===== config.mk =====
export PLATFORM = sky130hd
export DESIGN_NAME = decode_disp_imm_sequencer
export DESIGN_NICKNAME = d
export VERILOG_FILES = /design/src/rtl/decode_disp_imm_sequencer.sv
export SDC_FILE = /design/constraint.sdc
export NUM_CORES = 1
export LEC_CHECK = 0
export CELL_PAD_IN_SITES_DETAIL_PLACEMENT = 0
export CELL_PAD_IN_SITES_GLOBAL_PLACEMENT = 2
export CORE_UTILIZATION = 38
export CTS_BUF_LIST = sky130_fd_sc_hd__clkbuf_4
export CTS_CLUSTER_DIAMETER = 60
export DETAILED_ROUTE_END_ITERATION = 7
export GPL_TIMING_DRIVEN = 0
export MAX_ROUTING_LAYER = met4
export PLACE_DENSITY_LB_ADDON = 0.1
export SYNTH_ARGS = -nofsm -noshare
export SYNTH_HDL_FRONTEND = slang
export SYNTH_SLANG_ARGS = --single-unit

===== constraint.sdc =====
create_clock -name i_clock -period 15.5 [get_ports i_clock]
set_input_delay 2.325 -clock i_clock [delete_from_list [all_inputs] [get_ports i_clock]]
set_output_delay 2.325 -clock i_clock [all_outputs]
set_load 0.02 [all_outputs]

===== src/rtl/decode_disp_imm_sequencer.sv =====
// Collects displacement / immediate / second-immediate bytes from the prefetch window over one or
// more cycles, then extends the fields and presents them over a valid/ready handshake.
module decode_disp_imm_sequencer #(
  parameter int unsigned WINDOW_BYTES = 8,
  parameter bit          IMM2_ENABLE  = 1'b1,
  localparam int unsigned COUNT_W     = $clog2(WINDOW_BYTES + 1)
) (
  input  logic                      i_clock,
  input  logic                      i_reset,
  input  logic                      i_flush,
  input  logic                      i_req_valid,
  output logic                      o_req_ready,
  input  logic [1:0]                i_disp_size,
  input  logic                      i_disp_sext,
  input  logic [1:0]                i_imm_size,
  input  logic                      i_imm_sext,
  input  logic [1:0]                i_imm2_size,
  input  logic [8*WINDOW_BYTES-1:0] i_queue_bytes,
  input  logic [COUNT_W-1:0]        i_queue_count,
  output logic [COUNT_W-1:0]        o_queue_consume,
  output logic                      o_valid,
  input  logic                      i_ready,
  output logic [31:0]               o_displacement,
  output logic [31:0]               o_immediate,
  output logic [15:0]               o_immediate2,
  output logic [3:0]                o_bytes_consumed
);

  typedef enum logic [1:0] {StIdle, StFetch, StDone} state_e;

  function automatic logic [3:0] field_len(input logic [1:0] size);
    case (size)
      2'b00:   return 4'd0;
      2'b01:   return 4'd1;
      2'b10:   return 4'd2;
      default: return 4'd4;
    endcase
  endfunction

  function automatic logic [3:0] imm2_len(input logic [1:0] size);
    case (size)
      2'b00:   return 4'd0;
      2'b01:   return 4'd1;
      default: return 4'd2;
    endcase
  endfunction

  // Up to four bytes starting at byte offset off; bytes past the buffer end read as zero.
  function automatic logic [31:0] get_raw(input logic [79:0] b, input logic [3:0] off);
    logic [31:0] r;
    r = '0;
    for (int k = 0; k < 4; k++) begin
      if (int'(off) + k < 10) r[8*k +: 8] = b[8*(int'(off) + k) +: 8];
    end
    return r;
  endfunction

  function automatic logic [31:0] extend(input logic [31:0] raw, input logic [1:0] size,
                                         input logic sext);
    case (size)
      2'b00:   return 32'h0;
      2'b01:   return {{24{sext & raw[7]}}, raw[7:0]};
      2'b10:   return {{16{sext & raw[15]}}, raw[15:0]};
      default: return raw;
    endcase
  endfunction

  state_e      state_q, state_d;
  logic [1:0]  disp_size_q, disp_size_d, imm_size_q, imm_size_d, imm2_size_q, imm2_size_d;
  logic        disp_sext_q, disp_sext_d, imm_sext_q, imm_sext_d;
  logic [3:0]  need_q, need_d, collected_q, collected_d, bytes_q, bytes_d;
  logic [79:0] buf_q, buf_d, buf_app;
  logic [31:0] disp_q, disp_d, imm_q, imm_d;
  logic [15:0] imm2_q, imm2_d;
  logic [3:0]  remaining, take, need_in, d_len, i_len;
  logic [31:0] raw2;
  logic        accept;

  assign remaining = need_q - collected_q;
  assign take      = (int'(i_queue_count) < int'(remaining)) ? 4'(i_queue_count) : remaining;
  assign need_in   = field_len(i_disp_size) + field_len(i_imm_size)
                   + (IMM2_ENABLE ? imm2_len(i_imm2_size) : 4'd0);
  assign d_len     = field_len(disp_size_q);
  assign i_len     = field_len(imm_size_q);
  assign raw2      = get_raw(buf_app, d_len + i_len);

  assign o_req_ready     = (state_q == StIdle) && !i_reset && !i_flush;
  assign o_queue_consume = ((state_q == StFetch) && !i_reset && !i_flush) ? COUNT_W'(take) : '0;
  assign accept          = o_req_ready && i_req_valid;

  // Append window bytes 0..take-1 at offset collected.
  always_comb begin
    buf_app = buf_q;
    for (int i = 0; i < 10; i++) begin
      if (i >= int'(collected_q) && i < int'(collected_q) + int'(take) &&
          (i - int'(collected_q)) < int'(WINDOW_BYTES)) begin
        buf_app[8*i +: 8] = i_queue_bytes[8*(i - int'(collected_q)) +: 8];
      end
    end
  end

  always_comb begin
    state_d     = state_q;
    disp_size_d = disp_size_q;
    disp_sext_d = disp_sext_q;
    imm_size_d  = imm_size_q;
    imm_sext_d  = imm_sext_q;
    imm2_size_d = imm2_size_q;
    need_d      = need_q;
    collected_d = collected_q;
    buf_d       = buf_q;
    disp_d      = disp_q;
    imm_d       = imm_q;
    imm2_d      = imm2_q;
    bytes_d     = bytes_q;
    unique case (state_q)
      StIdle: begin
        if (accept) begin
          disp_size_d = i_disp_size;
          disp_sext_d = i_disp_sext;
          imm_size_d  = i_imm_size;
          imm_sext_d  = i_imm_sext;
          imm2_size_d = IMM2_ENABLE ? i_imm2_size : 2'b00;
          need_d      = need_in;
          collected_d = '0;
          buf_d       = '0;
          if (need_in == 4'd0) begin
            state_d = StDone;
            disp_d  = '0;
            imm_d   = '0;
            imm2_d  = '0;
            bytes_d = '0;
          end else begin
            state_d = StFetch;
          end
        end
      end
      StFetch: begin
        buf_d       = buf_app;
        collected_d = collected_q + take;
        if (collected_q + take == need_q) begin
          state_d = StDone;
          disp_d  = extend(get_raw(buf_app, 4'd0), disp_size_q, disp_sext_q);
          imm_d   = extend(get_raw(buf_app, d_len), imm_size_q, imm_sext_q);
          case (imm2_size_q)
            2'b00:   imm2_d = 16'h0;
            2'b01:   imm2_d = {8'h0, raw2[7:0]};
            default: imm2_d = raw2[15:0];
          endcase
          bytes_d = need_q;
        end
      end
      StDone: begin
        if (i_ready) state_d = StIdle;
      end
      default: state_d = StIdle;
    endcase
    if (i_flush) begin
      state_d     = StIdle;
      collected_d = '0;
    end
  end

  always_ff @(posedge i_clock) begin
    if (i_reset) begin
      state_q     <= StIdle;
      disp_size_q <= '0;
      disp_sext_q <= 1'b0;
      imm_size_q  <= '0;
      imm_sext_q  <= 1'b0;
      imm2_size_q <= '0;
      need_q      <= '0;
      collected_q <= '0;
      buf_q       <= '0;
      disp_q      <= '0;
      imm_q       <= '0;
      imm2_q      <= '0;
      bytes_q     <= '0;
    end else begin
      state_q     <= state_d;
      disp_size_q <= disp_size_d;
      disp_sext_q <= disp_sext_d;
      imm_size_q  <= imm_size_d;
      imm_sext_q  <= imm_sext_d;
      imm2_size_q <= imm2_size_d;
      need_q      <= need_d;
      collected_q <= collected_d;
      buf_q       <= buf_d;
      disp_q      <= disp_d;
      imm_q       <= imm_d;
      imm2_q      <= imm2_d;
      bytes_q     <= bytes_d;
    end
  end

  assign o_valid          = (state_q == StDone);
  assign o_displacement   = disp_q;
  assign o_immediate      = imm_q;
  assign o_immediate2     = IMM2_ENABLE ? imm2_q : 16'h0;
  assign o_bytes_consumed = bytes_q;

endmodule

==> results.md, run 1 <==
- Synth top cells by count: nor2_1, nand2_1, dfxtp_1
- Wire length per cell: 29.8 microns
- Crit path time final: 8.59 ns
- CP Class: reg -> reg
- Initial antenna violation count: 2
- Final hold vios: 0
- # IOs: 171
- # Post-CTS Setup Buffers: 0
- Met3 Use GR: 7.94%
- Tot Pwr: 1180 uW
- Final #Nets: 2117
- Syn-to-layout area delta: 18.4%
- Fmax: 116 MHz
- GPL Wtd Cong: 1.02
- Initial core utilization: 38.6%
- Status: complete, but fails checks
- Die area: 40200 sq um
- Total of max-cap violations: 3
- Synth area leader: dfxtp_1
- Crit share post-route: 55.4%
- Routed Antenna Nets: 0
- Post-synth net total: 1924
- GR peak layer: met2
- Met2 Use GR: 53.0%
- GRT overflow: 0
- Total core area: 38700 sq um
- RSZ-0062 raised after global routing: false
- Worst clock skew: 0.0392 ns
- Critical Path Sink Type: flip-flop
- Register area: 3640 sq um
- Fillers: 3914
- Vias: 16400
- Largest net degree at the start of global routing: 20
- H-tree levels: 4
- Worst setup SP type: flip-flop
- Async set-reset flop share out of synthesis: 0%
- # port buffers: 170
- Vias per inst: 6.50
- Mapped Area: 15000 sq um
- Clock sinks: 182
- Vias in the first global route: 15100
- Max Fanout on Critical Path: 14
- Total Wirelength: 75200 microns
- DIE WIDTH: 200 microns
- Most numerous cell in the Yosys netlist: nor2_1
- First-pass iteration count of the detailed router: 7
- Yosys top cell area share: 24.4%
- M1 GR Usage: 52.9%
- Share of layout cells above drive strength 1: 12.0%
- Post-CTS Resized: 0
- Final Max Tran Viols: 8
- Failing checks: capacitance limit, slew limit
- Root Buffer: clkbuf_4
- Clock Latency Late Sink: 0.70 ns
- CTS tree: yes
- DRC viols: 0
- Initial drt markers: 1951
- Seq cells post-synth: 182
- Setup_tns: 0 ns
- Avg Cell Area, Syn: 8.32 sq um
- Top cells by area, synth: dfxtp_1, mux4_2, mux2i_1
- Peak supply drop: 0.0534 mV
- Global-route wire length before repair: 108000 microns
- Hold buffer count at CTS: 0
- Gr usage total: 38.0%
- Post-DP HPWL: 59400 microns
- Critical Path RT: 16.09 ns
- Unique masters post-synth: 90
- Die Ht: 200 microns
- PD cells: 66.9 nW/um^2
- Syn Inst Count: 1798
- Multi-input combinational cell area: 10600 sq um
- Relative slew margins: -9.68%
- Clock slew at reported path FFs: 0.18 ns
- Yosys warnings: 0
- Setup violations, final: 0
- Worst EP arrival: 9.17 ns
- Worst-margin pin slew: 1.60 ns
- Final core occ: 45.7%
- Sequential share of the synthesized area: 24.4%
- Site Rows: 72
- Worst hold path type: reg -> reg
- Area after DPL: 17400 sq um
- Ys flop type: dfxtp_1
- Lkg Pwr: 0.00597 uW
- Clock Path Buffers: 2
- Number of synthesized flops with an enable pin: 0
- Fin area: 17700 sq um
- Number of buffers created by CTS: 17
## power by group
| group | leakage [uW] | switching, uW | total (uW) | internal (uW) |
|---|---|---|---|---|
| registers | 0.00147 | 3.11 | 474 | 471 |
| logic | 0.00434 | 275 | 407 | 133 |
| clock network | 0.000170 | 211 | 303 | 92.2 |
## flip-flops by register name (all words and copies together), names as in the netlist, 2 cells and up
name	cells
o_bytes_consumed	4
disp_size_q	2
buf_q	80
state_q	2
imm2_size_q	2
o_immediate	32
o_immediate2	16
need_q	4
collected_q	4
o_displacement	32
imm_size_q	2
## cell families (layout without fill, tap and decap cells)
group	Yosys count	count (layout)	synth area share [%]
compound gates	554	554	25.4
xor+xnor	20	20	1.39
fa+ha+maj	45	45	4.07
buf+inv	187	393	5.10
flops	182	182	24.4
mux	232	232	22.9
other cells	0	3	0
simple gates	578	578	16.8
## layout make-up
class                      instances  area share, %
tap                              518           3.66
sequential                       182           20.6
clock inverter                    14          0.989
inverter                          38          0.805
multi-input combinational       1429           59.8
antenna                            3         0.0424
buffer                           149           3.50
timing repair buffer             174           9.83
clock buffer                      18          0.763
## cells in the final DEF (no fill, tap or decap), types with 9 or more instances in the layout
cell type / n
a221oi_1: 9
nand3_1: 49
a211oi_1: 31
ha_1: 39
nor2_1: 225
mux4_2: 81
a21oi_1: 105
xnor2_1: 11
nand4_1: 10
o22ai_1: 12
o221ai_1: 14
nor3_1: 18
o31ai_1: 12
mux2_2: 60
a22oi_1: 78
o2bb2ai_1: 24
clkdlybuf4s50_1: 170
clkbuf_1: 109
a2bb2oi_1: 9
nand2b_1: 18
inv_1: 33
nor2b_1: 15
a22o_1: 12
o21ai_0: 106
o211ai_1: 15
buf_2: 20
nand2_1: 201
clkbuf_4: 18
mux2i_1: 86
and2_1: 10
dfxtp_1: 182
buf_1: 14
a31oi_1: 41
a21o_1: 15
## per-stage QoR
step / setup slack [ns] / std cells / hold slack, ns
final: 6.91 / 2525 / 0.464
after CTS: 7.04 / 2522 / 0.471
after global placement: 7.15 / 2486 / 0.437
after detailed placement: 7.14 / 2490 / 0.444
after floorplan: 8.83 / 1798 / 0.436
after global routing: 6.41 / 2524 / 0.485
## routing by layer
layer | share of wire [%] | routed length, microns | vias to the layer above
met1 | 44 | 32900 | 8154
met5 | 0 | 0 | -
met2 | 42 | 31700 | 947
met4 | 4.2 | 3150 | 0
li1 | - | - | 7144
met3 | 9.8 | 7400 | 157
## worst max-delay path: stages, from the launching register on
cell,delay (ns)
dfxtp_1,0.51
buf_2,0.32
inv_2,0.27
buf_1,0.52
clkbuf_1,0.80
ha_1,0.38
nor2b_1,0.13
o21ai_0,0.13
nand2b_1,0.08
xnor2_1,0.24
inv_1,0.08
ha_1,0.21
nor2_1,0.22
mux2i_1,0.29
ha_1,0.26
inv_1,0.07
fa_1,0.42
buf_2,0.19
nor2b_1,0.18
o211a_1,0.32
nor4_1,0.99
a21oi_2,0.30
a221o_1,0.45
or4b_4,0.53
and3_4,0.23
buf_6,0.14
o31ai_1,0.21
## worst paths after layout
check	to	start	cells after the start	slack (ns)
worst min-delay path	o_immediate[28]	o_immediate[28]	2	0.46
worst max-delay path	o_immediate[29]	collected_q[1]	26	6.91
worst max register to register	o_immediate[29]	collected_q[1]	26	6.91
worst min register to register	o_immediate[28]	o_immediate[28]	2	0.46
(Power assumes the default switching activity.)
==> run 2: changes to the inputs <==
- CORE_UTILIZATION: 38 -> 32
- clock period: 15.5 -> 6.91 ns (I/O delays scaled with it)
==> run 2 against run 1 <==
Compared with the run above: the run still ends with capacitance limit, slew limit left; die area increased by 19%; sequential share of layout area fell by 0.22 points; clock skew increased by 0.014 ns; final cell count increased by 3.3%; worst setup slack got worse by 6.6 ns; power up 120%; combinational power up 130%; global-route usage is 3.5 points lower; sequential power up 120%.
==> results.md, run 2 (synthesis gave the netlist of run 1 again) <==
- Clock slew at reported path FFs: 0.18 ns
- Initial drt markers: 1820
- Fillers: 4793
- Routed Antenna Nets: 0
- Fin area: 17900 sq um
- Site Rows: 78
- Initial core utilization: 32.7%
- Hold path start: o_immediate[25]
- Share of layout cells above drive strength 1: 13.1%
- Critical Path Start: collected_q[0]
- Post-DP HPWL: 63900 microns
- Worst setup SP type: flip-flop
- Max reg flops: 80
- Max Fanout on Critical Path: 11
- Register area: 3650 sq um
- First-pass iteration count of the detailed router: 8
- PD cells: 147 nW/um^2
- Lkg Pwr: 0.00599 uW
- Most flop-heavy register: buf_q
- Die Ht: 218 microns
- Relative slew margins: -2.06%
- Worst clock skew: 0.0536 ns
- Root Buffer: clkbuf_4
- Total Wirelength: 79600 microns
- Vias per inst: 6.21
- Fmax: 151 MHz
- Gr usage total: 34.5%
- Min Hold Slack: 0.468 ns
- Tot Pwr: 2640 uW
- Setup violations, final: 0
- Status: complete, but fails checks
- Clock Path Buffers: 2
- Final WS setup: 0.306 ns
- Hold buffer count at CTS: 0
- Vias in the first global route: 15400
- Area after DPL: 17500 sq um
- Initial antenna violation count: 3
- Critical Path RT: 7.48 ns
- Placed Cells: 2573
- # IOs: 171
- Final hold vios: 0
- Commonest non-fill, non-tap cell in the layout: nor2_1
- Syn-to-layout area delta: 19.9%
- Die area: 47600 sq um
- Final Non-Filler Cells: 2608
- CP Class: reg -> reg
- Peak supply drop: 0.0737 mV
- GRT overflow: 0
- Worst hold path depth: 2
- Clock Latency Late Sink: 0.73 ns
- Total core area: 45800 sq um
- DP Worst Slack: -1.42 ns
- Total of max-cap violations: 2
- # port buffers: 170
- Largest net degree at the start of global routing: 20
- Final #Nets: 2116
- Number of buffers created by CTS: 17
- RSZ-0062 raised after global routing: false
- Worst R2R Path Depth: 15
- Crit path time final: 6.60 ns
- GPL Wtd Cong: 1.01
- Crit share post-route: 95.6%
- Multi-input combinational cell area: 10700 sq um
- Critical Path Sink Type: flip-flop
- Wire length per cell: 30.5 microns
- R2r startpoint: collected_q[0]
- Worst-margin pin slew: 1.49 ns
- H-tree levels: 4
- Final Max Tran Viols: 2
- Worst hold path type: reg -> reg
- Worst EP arrival: 7.18 ns
- CTS tree: yes
- Clock sinks: 182
- DIE WIDTH: 218 microns
- Global-route wire length before repair: 114000 microns
- DRC viols: 0
- Failing checks: capacitance limit, slew limit
- Vias: 16200
- Most frequent cells in the layout: nor2_1, nand2_1, dfxtp_1
[run 2: cell count changes in the layout (fill, tap and decap cells not counted), sizes merged]
cell	previous run	this run
clkinv	7	8
clkinvlp	0	2
bufinv	1	0
diode	3	5
inv	44	43
clkbuf	127	125
[run 2: area by class of cell]
| cell class | instances | area share (%) |
|---|---|---|
| multi-input cells | 1429 | 59.8 |
| flip-flops and latches | 182 | 20.4 |
| repair buffers | 176 | 9.81 |
| well taps | 600 | 4.19 |
| plain buffers | 146 | 3.45 |
| inverters | 38 | 0.851 |
| clock inverters | 15 | 0.789 |
| clock buffers | 17 | 0.712 |
| diodes | 5 | 0.0698 |
[run 2: through the flow]
step                      utilization [%]  TNS [ns]
final                                39.2         0
after global routing                 39.2         0
after CTS                            39.0         0
after detailed placement             38.2   -109.77
after global placement               38.0   -117.97
after floorplan                         -         0
[run 2: what timing repair did]
| item | in CTS | in global routing |
|---|---|---|
| pin swaps | 0 | 1 |
| setup endpoints to repair | 155 | 86 |
| hold endpoints to repair | 0 | 0 |
| resized for setup | 20 | 13 |
| buffers inserted | 0 | 1 |
[run 2: routing by layer]
metal,track usage [%],part of all wire [%],vias up
li1,-,-,7152
met1,48.4,46,8155
met2,50.8,44,778
met3,5.89,7.6,106
met4,8.93,2.4,0
met5,-,0,-
[run 2: power breakdown]
group | internal, uW | total [uW] | switching (uW)
Sequential | 1060 | 1060 | 7.43
Clock | 158 | 640 | 482
Combinational | 308 | 939 | 631
[run 2: path summary, 6_finish.rpt]
check | endpoint | slack, ns
setup / recovery | o_immediate2[6] | 0.31
hold / removal | o_immediate[25] | 0.47
setup reg to reg | o_immediate2[6] | 0.31
hold reg to reg | o_immediate[25] | 0.47
[run 2: worst max-delay path, stage by stage, from the launching register on]
cell	delay (ns)
dfxtp_1	0.45
inv_2	0.30
buf_1	0.67
buf_1	0.82
ha_1	0.27
buf_4	0.20
xnor2_4	0.21
clkbuf_1	0.64
buf_2	0.44
mux4_2	0.35
mux2i_1	0.62
o2bb2ai_1	0.51
mux2_2	0.42
a21o_1	0.15
a31oi_1	0.23
o21ai_0	0.13
